`config.mk`:
```
export PLATFORM = sky130hd
export DESIGN_NAME = move_cmd_scheduler
export DESIGN_NICKNAME = d
export VERILOG_FILES = /design/src/rtl/tetris_input_pkg.sv /design/src/rtl/btn_repeat_fsm.sv /design/src/rtl/move_cmd_scheduler.sv
export SDC_FILE = /design/constraint.sdc
export NUM_CORES = 1
export LEC_CHECK = 0
export BUFFER_PORTS_ARGS = -buffer_cell sky130_fd_sc_hd__buf_4
export CAP_MARGIN = 20
export CORE_MARGIN = 2
export CORE_UTILIZATION = 50
export DETAILED_ROUTE_END_ITERATION = 8
export GPL_TIMING_DRIVEN = 0
export PLACE_DENSITY = 0.67
export SLEW_MARGIN = 20
export SYNTH_ARGS = -nofsm -noshare
export SYNTH_HDL_FRONTEND = slang
export SYNTH_SLANG_ARGS = --single-unit
```
`constraint.sdc`:
```
create_clock -name clk -period 4.1 [get_ports clk]
set_input_delay 0.41 -clock clk [delete_from_list [all_inputs] [get_ports clk]]
set_output_delay 0.41 -clock clk [all_outputs]
set_load 0.01 [all_outputs]
```
`src/rtl/tetris_input_pkg.sv`:
```
`default_nettype none
// +------------------------------------------------------------------+
// | tetris_input_pkg                                                 |
// | Button indices, command width and button FSM state encoding.     |
// | Rev 1.0                                                          |
// +------------------------------------------------------------------+
package tetris_input_pkg;

    localparam int BTN_LEFT  = 0;
    localparam int BTN_RIGHT = 1;
    localparam int BTN_ROT   = 2;
    localparam int BTN_SOFT  = 3;
    localparam int BTN_HARD  = 4;
    localparam int CMD_W     = 3;

    typedef enum logic [1:0] {
        ST_IDLE   = 2'd0,
        ST_DELAY  = 2'd1,
        ST_REPEAT = 2'd2
    } btn_state_e;

    function automatic int max_int(input int a, input int b);
        return (a > b) ? a : b;
    endfunction

    // Counter width for values 0..n-1, never narrower than one bit.
    function automatic int width_of(input int n);
        return (n > 1) ? $clog2(n) : 1;
    endfunction

endpackage
`default_nettype wire

```
`src/rtl/btn_repeat_fsm.sv`:
```
`default_nettype none
// +------------------------------------------------------------------+
// | btn_repeat_fsm                                                   |
// | Per-button synchroniser, tick sampling and auto-repeat timing.   |
// | Rev 1.0                                                          |
// +------------------------------------------------------------------+
module btn_repeat_fsm
    import tetris_input_pkg::*;
#(
    parameter int DAS_TICKS = 15,
    parameter int ARR_TICKS = 4,
    parameter bit REPEAT_EN = 1'b1
) (
    input  logic clk,
    input  logic rst,
    input  logic btn_raw_i,
    input  logic tick_i,
    output logic held_o,
    output logic set_pending_o,
    output logic set_rep_o
);

    localparam int               TMR_W    = width_of(max_int(DAS_TICKS, ARR_TICKS));
    localparam logic [TMR_W-1:0] DAS_LAST = TMR_W'(DAS_TICKS - 1);
    localparam logic [TMR_W-1:0] ARR_LAST = TMR_W'(ARR_TICKS - 1);

    logic             sync1_q;
    logic             sync2_q;
    logic             held_q;
    logic             set_pending_q;
    logic             set_rep_q;
    logic [TMR_W-1:0] timer_q;
    btn_state_e       state_q;

    always_ff @(posedge clk) begin
        if (rst) begin
            sync1_q       <= 1'b0;
            sync2_q       <= 1'b0;
            held_q        <= 1'b0;
            set_pending_q <= 1'b0;
            set_rep_q     <= 1'b0;
            timer_q       <= '0;
            state_q       <= ST_IDLE;
        end else begin
            sync1_q       <= btn_raw_i;
            sync2_q       <= sync1_q;
            set_pending_q <= 1'b0;
            set_rep_q     <= 1'b0;
            if (tick_i) begin
                held_q <= sync2_q;
                // The timer value is compared before it is advanced.
                case (state_q)
                    ST_IDLE: begin
                        if (sync2_q) begin
                            set_pending_q <= 1'b1;
                            timer_q       <= '0;
                            state_q       <= ST_DELAY;
                        end
                    end
                    ST_DELAY: begin
                        if (!sync2_q) begin
                            state_q <= ST_IDLE;
                        end else if (REPEAT_EN) begin
                            if (timer_q == DAS_LAST) begin
                                set_pending_q <= 1'b1;
                                set_rep_q     <= 1'b1;
                                timer_q       <= '0;
                                state_q       <= ST_REPEAT;
                            end else begin
                                timer_q <= timer_q + 1'b1;
                            end
                        end
                    end
                    ST_REPEAT: begin
                        if (!sync2_q) begin
                            state_q <= ST_IDLE;
                        end else if (timer_q == ARR_LAST) begin
                            set_pending_q <= 1'b1;
                            set_rep_q     <= 1'b1;
                            timer_q       <= '0;
                        end else begin
                            timer_q <= timer_q + 1'b1;
                        end
                    end
                    default: state_q <= ST_IDLE;
                endcase
            end
        end
    end

    assign held_o        = held_q;
    assign set_pending_o = set_pending_q;
    assign set_rep_o     = set_rep_q;

endmodule
`default_nettype wire

```
`src/rtl/move_cmd_scheduler.sv`:
```
`default_nettype none
// +------------------------------------------------------------------+
// | move_cmd_scheduler                                               |
// | Debounce/auto-repeat for all buttons, arbitrated onto one        |
// | valid/ready command channel. Rev 1.0                             |
// +------------------------------------------------------------------+
module move_cmd_scheduler
    import tetris_input_pkg::*;
#(
    parameter int               N_BTN       = 5,
    parameter int               TICK_DIV    = 1_000_000,
    parameter int               DAS_TICKS   = 15,
    parameter int               ARR_TICKS   = 4,
    parameter logic [N_BTN-1:0] REPEAT_MASK = 5'b01011
) (
    input  logic             clk,
    input  logic             rst,
    input  logic [N_BTN-1:0] btn_raw_i,
    output logic             cmd_valid_o,
    input  logic             cmd_ready_i,
    output logic [CMD_W-1:0] cmd_id_o,
    output logic             cmd_repeat_o,
    output logic [N_BTN-1:0] held_o
);

    localparam int               PRE_W    = width_of(TICK_DIV);
    localparam logic [PRE_W-1:0] PRE_LAST = PRE_W'(TICK_DIV - 1);
    localparam int               RR_N     = BTN_HARD;

    logic [PRE_W-1:0] pre_cnt_q, pre_cnt_d;
    logic             tick;
    logic [N_BTN-1:0] set_pend, set_rep;
    logic [N_BTN-1:0] pending_q, pending_d;
    logic [N_BTN-1:0] rep_q, rep_d;
    logic [1:0]       rr_ptr_q, rr_ptr_d;
    logic             cmd_valid_q, cmd_valid_d;
    logic             cmd_rep_q, cmd_rep_d;
    logic [CMD_W-1:0] cmd_id_q, cmd_id_d;
    logic             out_free;
    logic             grant;
    logic             found;
    logic [1:0]       idx;
    logic [CMD_W-1:0] gnt_id;

    assign tick = (pre_cnt_q == PRE_LAST);

    for (genvar gi = 0; gi < N_BTN; gi++) begin : g_btn
        btn_repeat_fsm #(
            .DAS_TICKS (DAS_TICKS),
            .ARR_TICKS (ARR_TICKS),
            .REPEAT_EN (REPEAT_MASK[gi])
        ) u_fsm (
            .clk           (clk),
            .rst           (rst),
            .btn_raw_i     (btn_raw_i[gi]),
            .tick_i        (tick),
            .held_o        (held_o[gi]),
            .set_pending_o (set_pend[gi]),
            .set_rep_o     (set_rep[gi])
        );
    end

    always_comb begin
        pre_cnt_d   = tick ? '0 : pre_cnt_q + 1'b1;
        out_free    = !cmd_valid_q || cmd_ready_i;
        grant       = 1'b0;
        found       = 1'b0;
        idx         = '0;
        gnt_id      = '0;
        pending_d   = pending_q;
        rep_d       = rep_q;
        rr_ptr_d    = rr_ptr_q;
        cmd_valid_d = cmd_valid_q;
        cmd_id_d    = cmd_id_q;
        cmd_rep_d   = cmd_rep_q;

        if (out_free && (|pending_q)) begin
            grant = 1'b1;
            if (pending_q[BTN_HARD]) begin
                gnt_id = CMD_W'(BTN_HARD);
            end else begin
                for (int k = 0; k < RR_N; k++) begin
                    idx = rr_ptr_q + 2'(k);
                    if (!found && pending_q[{1'b0, idx}]) begin
                        found  = 1'b1;
                        gnt_id = {1'b0, idx};
                    end
                end
                rr_ptr_d = gnt_id[1:0] + 2'd1;
            end
            pending_d[gnt_id] = 1'b0;
            cmd_valid_d       = 1'b1;
            cmd_id_d          = gnt_id;
            cmd_rep_d         = rep_q[gnt_id];
        end else if (cmd_valid_q && cmd_ready_i) begin
            cmd_valid_d = 1'b0;
        end

        // A new event coalesces into an outstanding one unless that one leaves this cycle.
        for (int i = 0; i < N_BTN; i++) begin
            if (set_pend[i] && (!pending_q[i] || (grant && gnt_id == CMD_W'(i)))) begin
                pending_d[i] = 1'b1;
                rep_d[i]     = set_rep[i];
            end
        end
    end

    always_ff @(posedge clk) begin
        if (rst) begin
            pre_cnt_q   <= '0;
            pending_q   <= '0;
            rep_q       <= '0;
            rr_ptr_q    <= '0;
            cmd_valid_q <= 1'b0;
            cmd_id_q    <= '0;
            cmd_rep_q   <= 1'b0;
        end else begin
            pre_cnt_q   <= pre_cnt_d;
            pending_q   <= pending_d;
            rep_q       <= rep_d;
            rr_ptr_q    <= rr_ptr_d;
            cmd_valid_q <= cmd_valid_d;
            cmd_id_q    <= cmd_id_d;
            cmd_rep_q   <= cmd_rep_d;
        end
    end

    assign cmd_valid_o  = cmd_valid_q;
    assign cmd_id_o     = cmd_id_q;
    assign cmd_repeat_o = cmd_rep_q;

endmodule
`default_nettype wire

```
==> summary.md <==
| Metric | Value |
|---|---|
| FFs w/ async S/R, synth | `0` |
| Final number of hold-violating endpoints | `0` |
| Total track usage | `0.2061` |
| Register area | `1562 um^2` |
| Area Growth Syn to Fin | `11.70%` |
| Post-synthesis mux area share | `0.01861` |
| Vias in the first global route | `2,912` |
| Clock Root Buffer | `clkbuf_8` |
| Tmin final | `2.155 ns` |
| Unrepaired setup endpoints after global routing | `no` |
| DRT iter0 DRCs | `132` |
| Critical Path AT | `2.36 ns` |
| Pin count of the biggest net entering global routing | `13` |
| Routed WL | `8.099 mm` |
| Min-Delay Path Class | `input port to register` |
| Synth warn | `0` |
| Multi-input logic area | `2062 um^2` |
| Die height | `90.78 um` |
| Post-synthesis sequential area ratio | `0.4148` |
| Post-Synth XOR/XNOR Area | `0.04187` |
| Die width | `90.78 um` |
| Most used DFF post-synth | `dfxtp_1` |
| Antenna fix cells | `0` |
| Port bufs | `17` |
| Max IR drop VDD | `0.2027 mV` |
| CP Max Fanout | `10` |
| DRC | `0` |
| Die area | `8240 um^2` |
| Cell Area, Synth | `3765 um^2` |
| Worst Path Buf+Inv | `1` |
| Largest family of logic cells by synthesized area | `simple AND/OR/NAND/NOR gates` |
| Core area | `7253 um^2` |
| Number of flops mapped to enable cells by yosys | `0` |
| Ports | `18` |
| Yosys top cell area share | `0.4148` |
| Final setup fails | `0` |
| Non-filler cells, final | `564` |
| DP Wirelength | `5.736 mm` |
| R2r worst-path depth | `6` |
| Syn Nets | `460` |
| Post-CTS Resized | `0` |
| Pre-Repair DR Iteration Count | `4` |
| R2r endpoint | `g_btn[1].u_fsm.timer_q[0]$_SDFFE_PP0P_` |
| Clock sink count | `78` |
| Syn Inst Count | `433` |
| Synth area leaders | `dfxtp_1 41%, ha_1 6.3%, nor2_1 5.1%` |
| CTS tree | `done` |
| #FFs+latches synth | `78` |
| WHS Endpoint | `g_btn[2].u_fsm.sync1_q$_SDFF_PP0_` |
| Synth cell types | `55` |
| Yosys top cell by area | `dfxtp_1` |
| Startpoint types | `register` |
| TritonCTS buffer count | `9` |
| Nets | `488` |
| Power Total | `1.392 mW` |
| Adder-cell area share of the yosys netlist | `0.06314` |
| Compound-gate portion of the synthesized area | `0.1329` |
| Via count | `3,146` |
| Clock H-tree levels | `3` |
| Clock Tree Buf Depth | `2` |
| Post-CTS Setup Inserts | `0` |
| RePlAce Congestion | `0.8622` |
| Simple-gate portion of the synthesized area | `0.2911` |
| GRT Residual Overflow | `0` |
| Vias/cell | `5.578` |
| WHS Path Cells | `2` |
| Placed cell area | `4016 um^2` |
| Antenna violations before repair | `0` |
| Fin. max-slew vios | `0` |
| Row count | `31` |
| Clk slew on worst S/H paths | `0.08 ns` |
| Slowest CP cell | `or3_1` |
| Wire per inst | `14.36 um` |
| CP required | `4.31 ns` |
| PD cells | `331.1 nW/um^2` |
| Post-Syn Area per Cell | `8.695 um^2` |
| Slew HR | `0.4162` |
| Worst Skew | `0.008033 ns` |
| Critical path capture point type | `register` |
| Cell area after layout | `4205 um^2` |
| FMAX | `463.9 MHz` |
| Fillcell total | `645` |
| Critical path class | `register to register` |
| Top Family by Delay on Critical Path | `simple AND/OR/NAND/NOR gates` |
| Worst-path cell chain | `ha_1 -> nand3_2 -> or3_1 -> clkbuf_1 -> o21ai_0 -> a21oi_1` |
| Period utilisation layout | `0.5257` |
| Status | `finished clean` |
| Slew @ Worst Pin | `0.8677 ns` |
| Hold path start | `btn_raw_i[2]` |
| Setup TNS Final | `0 ns` |
| Reg2reg setup slack | `1.94 ns` |
| Placed insts | `549` |
| DRT antenna net count | `0` |
| Hold buffer count at CTS | `0` |
| # Max-Cap Violations | `0` |
| Initial Utilization | `0.5191` |
| First-pass GRT wire length | `13.66 mm` |
| RR Startpoint | `pre_cnt_q[0]$_SDFF_PP0_` |
| Leakage | `1.501 nW` |
| Proportion of layout cells with a drive suffix above 1 | `0.1140` |
| Critical Path Max Stage Delay | `0.44 ns` |
| Clock Latency Late Sink | `0.35 ns` |
[layout by cell type (no fill, tap or decap), types with 15 or more instances in the layout]
cell / count
nand2_1: 32
o21ai_0: 16
ha_1: 19
nor2_1: 51
dfxtp_1: 78
nand3_1: 21
buf_4: 22
inv_1: 16
a21oi_1: 32
nor3_1: 15
[logic make-up (layout without fill, tap and decap cells)]
kind of cell / Yosys count / in the layout
DFF: 78 / 78
adders and majority gates: 19 / 19
buffers and inverters: 32 / 64
AOI/OAI and AO/OA: 82 / 82
xor gates and xnor gates: 18 / 18
and+or+nand+nor: 197 / 197
muxes: 7 / 7
[power by group]
part | switching [mW] | total, mW | internal [mW]
Sequential | 0.00737 | 0.772 | 0.765
Combinational | 0.0318 | 0.0507 | 0.0189
Clock | 0.276 | 0.569 | 0.293
[cell usage after synthesis, drive strengths merged (3+ instances only)]
cell	n
buf	6
nand4b	3
dfxtp	78
ha	19
clkbuf	10
xnor2	6
nand2b	14
xor2	12
nand3	23
and3	3
o22ai	4
nor4	9
inv	16
a31oi	3
a211oi	3
nand4	8
and4	7
o21ai	16
o31ai	10
nor3	16
a21oi	32
mux2i	7
nor3b	5
nor2b	14
nand2	32
nor2	51
[stage by stage]
| step | setup WS [ns] | util | hold slack (ns) |
|---|---|---|---|
| finish | 1.945 | 0.5798 | 0.2642 |
| global route | 1.745 | 0.5798 | 0.2716 |
| CTS | 1.937 | 0.5798 | 0.2556 |
| detailed placement | 1.959 | 0.5537 | 0.4253 |
| global placement | 1.973 | 0.5537 | 0.4163 |
| floorplan | 2.290 | - | 0.4108 |
[area by class of cell]
type / count / share of cell area
flip-flops and latches: 78 / 0.3713
clock inverters: 4 / 0.01131
clock buffers: 11 / 0.03362
inverters: 16 / 0.01428
multi-input cells: 323 / 0.4903
repair buffers: 17 / 0.03035
plain buffers: 16 / 0.01934
well taps: 99 / 0.02946
[worst max-delay path by stage]
stage	startpoint	end	slack, ns	depth (start not counted)
floorplan	pre_cnt_q[6]$_SDFF_PP0_	g_btn[0].u_fsm.timer_q[2]$_SDFFE_PP0P_	2.29	7
global placement	pre_cnt_q[0]$_SDFF_PP0_	g_btn[1].u_fsm.state_q[1]$_SDFFE_PP0P_	1.97	6
detailed placement	pre_cnt_q[0]$_SDFF_PP0_	g_btn[1].u_fsm.timer_q[0]$_SDFFE_PP0P_	1.96	6
CTS	pre_cnt_q[0]$_SDFF_PP0_	g_btn[1].u_fsm.timer_q[0]$_SDFFE_PP0P_	1.94	6
global route	pre_cnt_q[0]$_SDFF_PP0_	g_btn[1].u_fsm.state_q[1]$_SDFFE_PP0P_	1.74	6
finish	pre_cnt_q[0]$_SDFF_PP0_	g_btn[1].u_fsm.timer_q[0]$_SDFFE_PP0P_	1.94	6
[metal layers]
metal,track usage,vias to the layer above,part of all wire
met1,0.2732,1469,0.48
met3,0.03756,7,0.051
li1,-,1592,-
met4,0.08965,0,0.013
met2,0.3290,78,0.46
met5,0,-,0
[state kept, by name, indices dropped and copies added, names as in the netlist]
| signal | cells |
|---|---|
| g_btn.u_fsm.set_rep_o | 3 |
| pending_q | 5 |
| rep_q | 3 |
| pre_cnt_q | 20 |
| rr_ptr_q | 2 |
| cmd_id_o | 3 |
| g_btn.u_fsm.sync2_q | 5 |
| g_btn.u_fsm.state_q | 8 |
| cmd_valid_o | 1 |
| g_btn.u_fsm.set_pending_o | 5 |
| cmd_repeat_o | 1 |
| g_btn.u_fsm.held_o | 5 |
| g_btn.u_fsm.sync1_q | 5 |
| g_btn.u_fsm.timer_q | 12 |
No activity file was read; power rests on OpenSTA's default activity.
